===== src/rtl/tlc_pkg.sv =====
// Shared types and constants for the adaptive traffic light controller:
// state codes, one-hot lamp encodings and the lamp decode helper.
package tlc_pkg;

  // Controller states; code 3'd7 is never entered on purpose.
  typedef enum logic [2:0] {
    ST_EW_G  = 3'd0,
    ST_EW_Y  = 3'd1,
    ST_AR1   = 3'd2,
    ST_NS_G  = 3'd3,
    ST_NS_Y  = 3'd4,
    ST_AR2   = 3'd5,
    ST_FLASH = 3'd6
  } tlc_state_e;

  localparam logic [2:0] LAMP_G   = 3'b100;
  localparam logic [2:0] LAMP_Y   = 3'b010;
  localparam logic [2:0] LAMP_R   = 3'b001;
  localparam logic [2:0] LAMP_OFF = 3'b000;

  typedef struct packed {
    logic [2:0] ew;
    logic [2:0] ns;
  } lamp_pair_t;

  // Lamp pattern shown in a given state; anything unknown shows red/red.
  function automatic lamp_pair_t lamp_decode(input tlc_state_e st, input logic flash_ph);
    lamp_pair_t lp;
    lp.ew = LAMP_R;
    lp.ns = LAMP_R;
    case (st)
      ST_EW_G: begin
        lp.ew = LAMP_G;
        lp.ns = LAMP_R;
      end
      ST_EW_Y: begin
        lp.ew = LAMP_Y;
        lp.ns = LAMP_R;
      end
      ST_AR1, ST_AR2: begin
        lp.ew = LAMP_R;
        lp.ns = LAMP_R;
      end
      ST_NS_G: begin
        lp.ew = LAMP_R;
        lp.ns = LAMP_G;
      end
      ST_NS_Y: begin
        lp.ew = LAMP_R;
        lp.ns = LAMP_Y;
      end
      ST_FLASH: begin
        if (flash_ph) begin
          lp.ew = LAMP_Y;
          lp.ns = LAMP_Y;
        end else begin
          lp.ew = LAMP_OFF;
          lp.ns = LAMP_OFF;
        end
      end
      default: begin
        lp.ew = LAMP_R;
        lp.ns = LAMP_R;
      end
    endcase
    return lp;
  endfunction

endpackage


===== src/rtl/tlc_adaptive_if.sv =====
// Bundle of the controller's tick/request/flash inputs and lamp/phase outputs.
// The master side (tick generator, detectors, harness) drives the inputs;
// the slave side is the controller itself.
interface tlc_adaptive_if;
  logic       tick;
  logic       ns_req;
  logic       ew_req;
  logic       flash;
  logic [2:0] EW;
  logic [2:0] NS;
  logic [2:0] phase;

  modport master (
    output tick, ns_req, ew_req, flash,
    input  EW, NS, phase
  );

  modport slave (
    input  tick, ns_req, ew_req, flash,
    output EW, NS, phase
  );
endinterface


===== src/rtl/tlc_phase_timer.sv =====
// Phase timer: counts ticks spent in the current phase, clears on request
// and saturates at all-ones so a stuck phase can never wrap back to zero.
module tlc_phase_timer #(
  parameter int unsigned CNT_W = 8
) (
  input  logic             clk,
  input  logic             rst_n,
  input  logic             clr,
  input  logic             tick,
  output logic [CNT_W-1:0] count
);

  localparam logic [CNT_W-1:0] CNT_SAT = {CNT_W{1'b1}};

  logic [CNT_W-1:0] count_q;
  logic [CNT_W-1:0] count_d;

  // Next count: clear wins, otherwise advance on tick until saturated.
  always_comb begin
    count_d = count_q;
    if (clr) begin
      count_d = {CNT_W{1'b0}};
    end else if (tick && (count_q != CNT_SAT)) begin
      count_d = count_q + CNT_W'(1);
    end else begin
      count_d = count_q;
    end
  end

  // Counter register with synchronous active-low reset.
  always_ff @(posedge clk) begin
    if (!rst_n) begin
      count_q <= {CNT_W{1'b0}};
    end else begin
      count_q <= count_d;
    end
  end

  assign count = count_q;

endmodule


===== src/rtl/tlc_adaptive.sv =====
// Demand-actuated EW/NS traffic light controller with min/max green,
// request-driven green cut-short, all-red clearance and flashing-yellow mode.
// Lamps are registered from the next-state decode so they always match the
// state register without an extra cycle of latency.
module tlc_adaptive
  import tlc_pkg::*;
#(
  parameter int unsigned CNT_W     = 8,
  parameter int unsigned GREEN_MIN = 4,
  parameter int unsigned GREEN_MAX = 8,
  parameter int unsigned YELLOW_T  = 2,
  parameter int unsigned ALLRED_T  = 1
) (
  input  logic           clk,
  input  logic           rst_n,
  tlc_adaptive_if.slave  bus
);

  localparam longint unsigned CNT_MAX = (64'd1 << CNT_W) - 64'd1;

  // Reject durations that are zero, inverted or do not fit the timer.
  if ((CNT_W < 1) || (CNT_W > 32) || (GREEN_MIN < 1) || (GREEN_MAX < GREEN_MIN) ||
      (YELLOW_T < 1) || (ALLRED_T < 1) ||
      (longint'(GREEN_MAX) > CNT_MAX) || (longint'(YELLOW_T) > CNT_MAX) ||
      (longint'(ALLRED_T) > CNT_MAX)) begin : g_bad_params
    $fatal(1, "tlc_adaptive: illegal timing parameters");
  end

  // Timer value seen during the last tick of each duration.
  localparam logic [CNT_W-1:0] G_MIN_LAST = CNT_W'(GREEN_MIN - 1);
  localparam logic [CNT_W-1:0] G_MAX_LAST = CNT_W'(GREEN_MAX - 1);
  localparam logic [CNT_W-1:0] Y_LAST     = CNT_W'(YELLOW_T - 1);
  localparam logic [CNT_W-1:0] AR_LAST    = CNT_W'(ALLRED_T - 1);

  tlc_state_e       state_q;
  tlc_state_e       state_d;
  tlc_state_e       seq_next;
  logic             req_ns_q;
  logic             req_ns_d;
  logic             req_ew_q;
  logic             req_ew_d;
  logic             flash_ph_q;
  logic             flash_ph_d;
  logic [2:0]       ew_q;
  logic [2:0]       ns_q;
  lamp_pair_t       lamps_d;
  logic             state_chg;
  logic [CNT_W-1:0] timer_cnt;

  tlc_phase_timer #(
    .CNT_W (CNT_W)
  ) u_timer (
    .clk   (clk),
    .rst_n (rst_n),
    .clr   (state_chg),
    .tick  (bus.tick),
    .count (timer_cnt)
  );

  // Next state: normal phase sequencing, then flash overrides everything.
  // An unexpected state code falls into all-red clearance before EW green.
  always_comb begin
    seq_next = state_q;
    case (state_q)
      ST_EW_G: seq_next = (bus.tick && (((timer_cnt >= G_MIN_LAST) && req_ns_q) ||
                                        (timer_cnt >= G_MAX_LAST))) ? ST_EW_Y : ST_EW_G;
      ST_EW_Y: seq_next = (bus.tick && (timer_cnt >= Y_LAST))  ? ST_AR1  : ST_EW_Y;
      ST_AR1:  seq_next = (bus.tick && (timer_cnt >= AR_LAST)) ? ST_NS_G : ST_AR1;
      ST_NS_G: seq_next = (bus.tick && (((timer_cnt >= G_MIN_LAST) && req_ew_q) ||
                                        (timer_cnt >= G_MAX_LAST))) ? ST_NS_Y : ST_NS_G;
      ST_NS_Y: seq_next = (bus.tick && (timer_cnt >= Y_LAST))  ? ST_AR2  : ST_NS_Y;
      ST_AR2:  seq_next = (bus.tick && (timer_cnt >= AR_LAST)) ? ST_EW_G : ST_AR2;
      ST_FLASH: seq_next = bus.flash ? ST_FLASH : ST_AR2;
      default: seq_next = ST_AR2;
    endcase

    if (bus.flash && (state_q != ST_FLASH)) begin
      state_d = ST_FLASH;
    end else begin
      state_d = seq_next;
    end

    state_chg = (state_d != state_q);
  end

  // Request latches, flash blink phase and the lamp pattern for the next state.
  // A request seen on the cycle its green is entered is already being served.
  always_comb begin
    if (state_chg && (state_d == ST_NS_G)) begin
      req_ns_d = 1'b0;
    end else if (bus.ns_req) begin
      req_ns_d = 1'b1;
    end else begin
      req_ns_d = req_ns_q;
    end

    if (state_chg && (state_d == ST_EW_G)) begin
      req_ew_d = 1'b0;
    end else if (bus.ew_req) begin
      req_ew_d = 1'b1;
    end else begin
      req_ew_d = req_ew_q;
    end

    if (state_chg && (state_d == ST_FLASH)) begin
      flash_ph_d = 1'b1;
    end else if ((state_d == ST_FLASH) && bus.tick) begin
      flash_ph_d = ~flash_ph_q;
    end else if (state_d != ST_FLASH) begin
      flash_ph_d = 1'b0;
    end else begin
      flash_ph_d = flash_ph_q;
    end

    lamps_d = lamp_decode(state_d, flash_ph_d);
  end

  // Controller state, latches and registered lamp outputs.
  always_ff @(posedge clk) begin
    if (!rst_n) begin
      state_q    <= ST_EW_G;
      req_ns_q   <= 1'b0;
      req_ew_q   <= 1'b0;
      flash_ph_q <= 1'b0;
      ew_q       <= LAMP_G;
      ns_q       <= LAMP_R;
    end else begin
      state_q    <= state_d;
      req_ns_q   <= req_ns_d;
      req_ew_q   <= req_ew_d;
      flash_ph_q <= flash_ph_d;
      ew_q       <= lamps_d.ew;
      ns_q       <= lamps_d.ns;
    end
  end

  assign bus.EW    = ew_q;
  assign bus.NS    = ns_q;
  assign bus.phase = state_q;

endmodule

===== src/flat_wrapper.sv =====
// flat-port wrapper written by rule: the top's interface ports become plain ports
module tlc_adaptive_flat import tlc_pkg::*;
#(
  parameter int unsigned CNT_W     = 8,
  parameter int unsigned GREEN_MIN = 4,
  parameter int unsigned GREEN_MAX = 8,
  parameter int unsigned YELLOW_T  = 2,
  parameter int unsigned ALLRED_T  = 1
)
  (clk, rst_n, bus_tick, bus_ns_req, bus_ew_req, bus_flash, bus_EW, bus_NS, bus_phase);
  tlc_adaptive_if bus_i ();
  input  logic clk;
  input  logic rst_n;
  input wire logic [$bits(bus_i.tick)-1:0] bus_tick;
  input wire logic [$bits(bus_i.ns_req)-1:0] bus_ns_req;
  input wire logic [$bits(bus_i.ew_req)-1:0] bus_ew_req;
  input wire logic [$bits(bus_i.flash)-1:0] bus_flash;
  output wire logic [$bits(bus_i.EW)-1:0] bus_EW;
  output wire logic [$bits(bus_i.NS)-1:0] bus_NS;
  output wire logic [$bits(bus_i.phase)-1:0] bus_phase;
  assign bus_i.tick = bus_tick;
  assign bus_i.ns_req = bus_ns_req;
  assign bus_i.ew_req = bus_ew_req;
  assign bus_i.flash = bus_flash;
  assign bus_EW = bus_i.EW;
  assign bus_NS = bus_i.NS;
  assign bus_phase = bus_i.phase;
  tlc_adaptive #(.CNT_W(CNT_W), .GREEN_MIN(GREEN_MIN), .GREEN_MAX(GREEN_MAX), .YELLOW_T(YELLOW_T), .ALLRED_T(ALLRED_T)) u_core (.clk(clk), .rst_n(rst_n), .bus(bus_i));
endmodule

===== config.mk =====
export PLATFORM = sky130hd
export DESIGN_NAME = tlc_adaptive_flat
export DESIGN_NICKNAME = d
export VERILOG_FILES = /design/src/rtl/tlc_pkg.sv /design/src/rtl/tlc_adaptive_if.sv /design/src/rtl/tlc_phase_timer.sv /design/src/rtl/tlc_adaptive.sv /design/src/flat_wrapper.sv
export SDC_FILE = /design/constraint.sdc
export NUM_CORES = 1
export LEC_CHECK = 0
export CELL_PAD_IN_SITES_DETAIL_PLACEMENT = 0
export CELL_PAD_IN_SITES_GLOBAL_PLACEMENT = 1
export CORE_MARGIN = 3
export CORE_UTILIZATION = 40
export DETAILED_ROUTE_END_ITERATION = 10
export PLACE_DENSITY = 0.81
export SLEW_MARGIN = 30
export SYNTH_ARGS = -nofsm -noshare
export SYNTH_HDL_FRONTEND = slang
export SYNTH_SLANG_ARGS = --single-unit

===== constraint.sdc =====
create_clock -name clk -period 5.3 [get_ports clk]
set_input_delay 1.59 -clock clk [delete_from_list [all_inputs] [get_ports clk]]
set_output_delay 1.59 -clock clk [all_outputs]
set_load 0.1 [all_outputs]

==> results of run 1 <==
==> cell usage after synthesis (2+ instances only) <==
library cell	count
nor2_1	24
dfxtp_1	20
nand2_1	10
inv_1	6
o21ai_0	6
a21oi_1	5
nand4_1	4
nor3_1	4
clkbuf_8	3
ha_1	3
mux2i_1	3
xor2_1	3
a41oi_1	2
and2_1	2
and3_2	2
nand2b_1	2
nand3_1	2
nor3_2	2
o31ai_1	2
xnor2_1	2
==> power breakdown <==
group | total [mW] | internal [mW] | switching (mW)
sequential | 0.164 | 0.157 | 0.00737
clock | 0.125 | 0.0764 | 0.0489
combinational | 0.0853 | 0.0267 | 0.0586
==> flip-flops by register name (all words and copies together), names as in the netlist <==
register	cells
u_core.u_timer.count	8
u_core.flash_ph_q	1
u_core.bus.EW	3
u_core.bus.phase	3
u_core.bus.NS	3
u_core.req_ew_q	1
u_core.req_ns_q	1
==> area by class of cell <==
cell class | instances | area, µm²
inverters | 6 | 22.5
flip-flops and latches | 20 | 400
clock buffers | 3 | 22.5
fillers | 256 | 1290
well taps | 30 | 37.5
clock inverters | 1 | 30.0
multi-input cells | 98 | 667
repair buffers | 14 | 140
==> cell usage in the layout, fill, tap and decap left out, drive strengths merged, types with 2 or more instances in the layout <==
cell type	Yosys	routed
nor2	24	24
dfxtp	20	20
clkdlybuf4s50	0	14
nand2	10	10
inv	6	6
o21ai	6	6
nor3	6	6
a21oi	5	5
nand4	4	4
mux2i	3	3
xor2	3	3
ha	3	3
clkbuf	4	3
and3	3	3
nand2b	2	2
o31ai	2	2
a41oi	2	2
nand3	2	2
xnor2	2	2
and2	2	2
or3	2	2
==> cells by family after synthesis <==
group	Yosys count
flops	20
compound gates	24
simple gates	61
buf+inv	12
fa+ha+maj	4
xor+xnor	5
mux	4
==> per-stage QoR <==
stage               utilization, %  total power, mW
finish                        50.5            0.375
global route                  50.5            0.394
CTS                           50.5            0.380
detailed placement            48.5            0.253
global placement              48.5            0.252
floorplan                        -            0.235
==> metal layers <==
layer  up-vias  global-route usage (%)  routed length [µm]
met5         -                       0                   0
met4         0                    6.33                  19
met3         2                    3.89                  90
met2        19                    22.8                1090
met1       426                    20.9                1220
li1        487                       -                   -
==> worst min path at each step <==
stage	to	slack, ns	depth (start not counted)
finish	u_core.u_timer.count[1]$_SDFFE_PP0P_	0.57	2
global route	u_core.req_ns_q$_SDFFE_PP0P_	0.59	2
CTS	u_core.u_timer.count[1]$_SDFFE_PP0P_	0.57	2
detailed placement	u_core.req_ns_q$_SDFFE_PP0P_	0.54	2
global placement	u_core.req_ns_q$_SDFFE_PP0P_	0.54	2
floorplan	u_core.req_ns_q$_SDFFE_PP0P_	0.50	2
==> metrics.txt, run 1 <==
arrival time at the worst endpoint 2.17 ns; max-cap violations 0; HP Class reg2reg; CP endpoint bus_phase[2]; worst path buffer plus inverter count 1; Yosys warning count 0; Synth top area share 34.6%; Post-Synth XOR/XNOR Area 3.78%; clk_skew 0.00918 ns; hold path start u_core.u_timer.count[1]$_SDFFE_PP0P_; initial antenna violation count 0; vias 934; library cells used by synthesis 43; worst setup path class reg2out; CTS tree done; Syn-to-layout area delta 14.1%; syn_area_per_cell 8.90 µm²; Worst path slowest cell clkdlybuf4s50_1; # IOs 15; final hold vios 0; routed wire length 2410 µm; # H-tree levels 1; hold_ws 0.568 ns; vias in the first global route 929; Final Wtd Congestion 0.778; Compound-Gate Fraction of Synth Area 18.8%; Final Cell Area 1320 µm²; FFs w/ async S/R, synth 0%; starting density of the core 44.3%; synthesized cell area 1160 µm²; Die ar. 3570 µm²; critical path, cell by cell clkdlybuf4s50_1; die height 59.8 µm; setup TNS 0 ns; reg2reg setup slack 2.57 ns; Slew headroom 34.7%; peak supply drop 0.224 mV; R2R cell count 8; Critical path origin u_core.bus.phase[2]$_SDFF_PN0_; clock-pin slew on the worst setup and hold paths 0.12 ns; first-pass GRT wire length 4170 µm; prevailing post-synth register cell dfxtp_1; Ant. Diodes 0; Avg WL per Cell 14.0 µm; Finished Layout Cells 172; hold buffer count at CTS 0; Final Setup Violations 0; CP delay by family, top buffers and inverters; Critical Path End Type primary output; ranking of synthesized cells by area dfxtp_1, nor2_1, clkbuf_8, ha_1, nand2_1; largest net degree at the start of global routing 14; Die X 59.8 µm; critical path's largest stage delay 1.22 ns; DPL Wire Length 1800 µm; adder-cell share of the synthesized area 4.11%; register area share after synthesis 34.6%; Power Density 284 nW/µm²; Seq cells post-synth 20; largest family of logic cells by synthesized area simple AND/OR/NAND/NOR gates; final slew viol count 0; startpoint types flip-flop; Setup Fix Bufs, Post-CTS 0; vias per cell 5.43; layout cells sized above 1 12.0%; EDFF count, synth 0; Post-CTS Resized 0; worst-case clock buffer depth 2; number of CTS-inserted buffers 3; initial drt markers 28; crit-path max FO 13; Tmin final 3.76 ns; mux cell area share after synthesis 3.57%; Leakage Power 0.490 nW; Synth area leader dfxtp_1; post-synthesis instance total 130; Pre-Repair DR Iteration Count 4; clock root cell clkbuf_4; cell count after placement 168; Required @ worst endpoint 3.71 ns; Detail Route Antenna Nets 0; Setup WS pre-CTS 1.45 ns; outcome completed; # rows 18; later-pin clock latency in the skew report 0.30 ns; RSZ-0062 raised after global routing no; CP Depth 1; total track usage 15.3%; core area 2610 µm²; global route total overflow 0; Port-buffer cells 14; Synth Area in Simple Gates 27.4%; Worst-Margin Slew 0.976 ns; worst reg2reg endpoint u_core.u_timer.count[7]$_SDFFE_PP0P_; Post-Syn Nets 139; CTS Sinks 20; nets@finish 152; drt drc 0; Post-DP Area 1270 µm²; worst r2r src u_core.u_timer.count[1]$_SDFFE_PP0P_; final worst setup slack 1.54 ns; Max Fclk 266 MHz; fin crit share 71.0%
(Power assumes the default switching activity.)
==> run 2, diff against run 1 <==
Settings changed: CORE_UTILIZATION 40 to 37, PLACE_DENSITY 0.81 to 0.79.
Clock period 5.3 ns to 3.3 ns, I/O delays scaled along.
==> run 2 against run 1 <==
  * Global-route usage decreased by 1.6 points
  * Design area decreased by 1.7%
  * Routed wire length decreased by 3.5%
  * Die area increased by 7.3%
  * Cell count increased by 7.6%
  * Worst hold slack got worse by 0.019 ns
  * Total power increased by 37%
  * Register-to-register slack got worse by 2.0 ns
  * Core utilization decreased by 5.4 points
  * Clock power decreased by 9%
==> metrics.txt, run 2 (synthesis results as in run 1) <==
outcome completed; global route total overflow 0 (unchanged); arrival time at the worst endpoint 2.98 ns (+0.81 ns); # IOs 15 (unchanged); vias 958 (+2.6%); Critical Path End Type flip-flop; clock root cell clkbuf_4; # H-tree levels 1 (unchanged); startpoint types flip-flop; hold_ws 0.548 ns (-0.0191 ns); Required @ worst endpoint 3.53 ns (-0.18 ns); initial antenna violation count 0 (unchanged); HP Class reg2reg; routed wire length 2330 µm (-3.5%); nets@finish 154 (+1.3%); Ant. Diodes 0 (unchanged); Setup Fix Bufs, Post-CTS 0 (unchanged); clk_skew 0.00809 ns (-0.00109 ns); setup TNS 0 ns (unchanged); # rows 19 (+1); worst setup path class reg2reg; Die ar. 3840 µm² (+7.3%); Finished Layout Cells 185 (+7.6%); final hold vios 0 (unchanged); clock-pin slew on the worst setup and hold paths 0.11 ns (about the same); die height 61.9 µm (+3.6%); vias per cell 5.18 (-4.6%); hold buffer count at CTS 0 (unchanged); Port-buffer cells 14 (unchanged); Final Wtd Congestion 0.796 (+2.3%); CTS Sinks 20 (unchanged); vias in the first global route 822 (-12%); first-pass GRT wire length 3840 µm (-7.9%); Leakage Power 0.498 nW (+1.6%); Die X 61.9 µm (+3.6%); Tmin final 2.75 ns; crit-path max FO 8 (-5); filler cell count in the final layout 288 (+13%); core area 2880 µm² (+10%); Layout Utilization 45.1% (-5.4 points); hold path cells 2 (unchanged); commonest cells after routing, fill and taps aside nor2_1, dfxtp_1, buf_4; fin crit share 83.5%; max reg flops 8 (unchanged); drt drc 0 (unchanged); later-pin clock latency in the skew report 0.30 ns (about the same); DPL Wire Length 1760 µm (-1.9%); layout cells sized above 1 18.9% (+6.9 points); RSZ-0062 raised after global routing no; most common cell after layout, fill and taps aside nor2_1; max-cap violations 0 (unchanged); worst-case clock buffer depth 2 (unchanged); largest net degree at the start of global routing 14 (unchanged); R2R cell count 8 (unchanged); Worst-Margin Slew 0.582 ns (-0.394 ns); Slew headroom 60.7% (+26 points); Power Density 396 nW/µm² (+39%); total track usage 13.7% (-1.6 points); Syn-to-layout area delta 12.1%; Setup WS pre-CTS 0.362 ns (-1.09 ns); Final Setup Violations 0 (unchanged); peak supply drop 0.201 mV (-10%); number of CTS-inserted buffers 3 (unchanged); initial drt markers 65 (+130%); Max Fclk 363 MHz; Pre-Repair DR Iteration Count 4 (unchanged); Detail Route Antenna Nets 0 (unchanged); final worst setup slack 0.546 ns (-0.992 ns); final slew viol count 0 (unchanged); CTS tree done; Avg WL per Cell 12.6 µm (-10%); starting density of the core 40.2% (-4.1 points); cell count after placement 182 (+8.3%); Post-CTS Resized 0 (unchanged)
## run 2: final cells by class
cell class | count | area (µm²) | share of cell area (%)
multi-input cells | 98 | 667 | 51.4
flip-flops and latches | 20 | 400 | 30.9
repair buffers | 16 | 133 | 10.2
well taps | 42 | 52.6 | 4.05
clock buffers | 3 | 22.5 | 1.74
inverters | 6 | 22.5 | 1.74
## run 2: final timing paths
check	start	to	slack, ns
max reg2reg	u_core.u_timer.count[1]$_SDFFE_PP0P_	u_core.u_timer.count[7]$_SDFFE_PP0P_	0.55
min reg2reg	u_core.req_ns_q$_SDFFE_PP0P_	u_core.req_ns_q$_SDFFE_PP0P_	0.55
max	u_core.u_timer.count[1]$_SDFFE_PP0P_	u_core.u_timer.count[7]$_SDFFE_PP0P_	0.55
min	u_core.req_ns_q$_SDFFE_PP0P_	u_core.req_ns_q$_SDFFE_PP0P_	0.55
## run 2: metal layers
layer | global-route usage, % | vias up | routed length, µm
li1 | - | 484 | -
met1 | 19.8 | 453 | 1180
met2 | 19.0 | 19 | 1020
met3 | 4.13 | 2 | 111
met4 | 5.45 | 0 | 17
met5 | 0 | - | 0
## run 2: metrics by stage
stage	total power, mW	instance area (µm²)
floorplan	0.377	1160
global placement	0.405	1270
detailed placement	0.405	1270
CTS	0.522	1300
global route	0.544	1300
finish	0.514	1300
## run 2: report_power, final
group	internal, mW	leakage (nW)	switching (mW)	total, mW
Combinational	0.0420	0.320	0.0934	0.135
Clock	0.0425	0.0138	0.0717	0.114
Sequential	0.252	0.164	0.0121	0.264
Total	0.337	0.498	0.177	0.514
## run 2: worst max-delay path, cell delays in order, from the launching register on
cell       delay [ns]
dfxtp_1          0.39
inv_1            0.07
ha_1             0.17
or3b_2           0.46
o31ai_1          0.27
mux2_2           0.39
a311oi_4         0.46
o2111ai_4        0.24
nor3_2           0.22
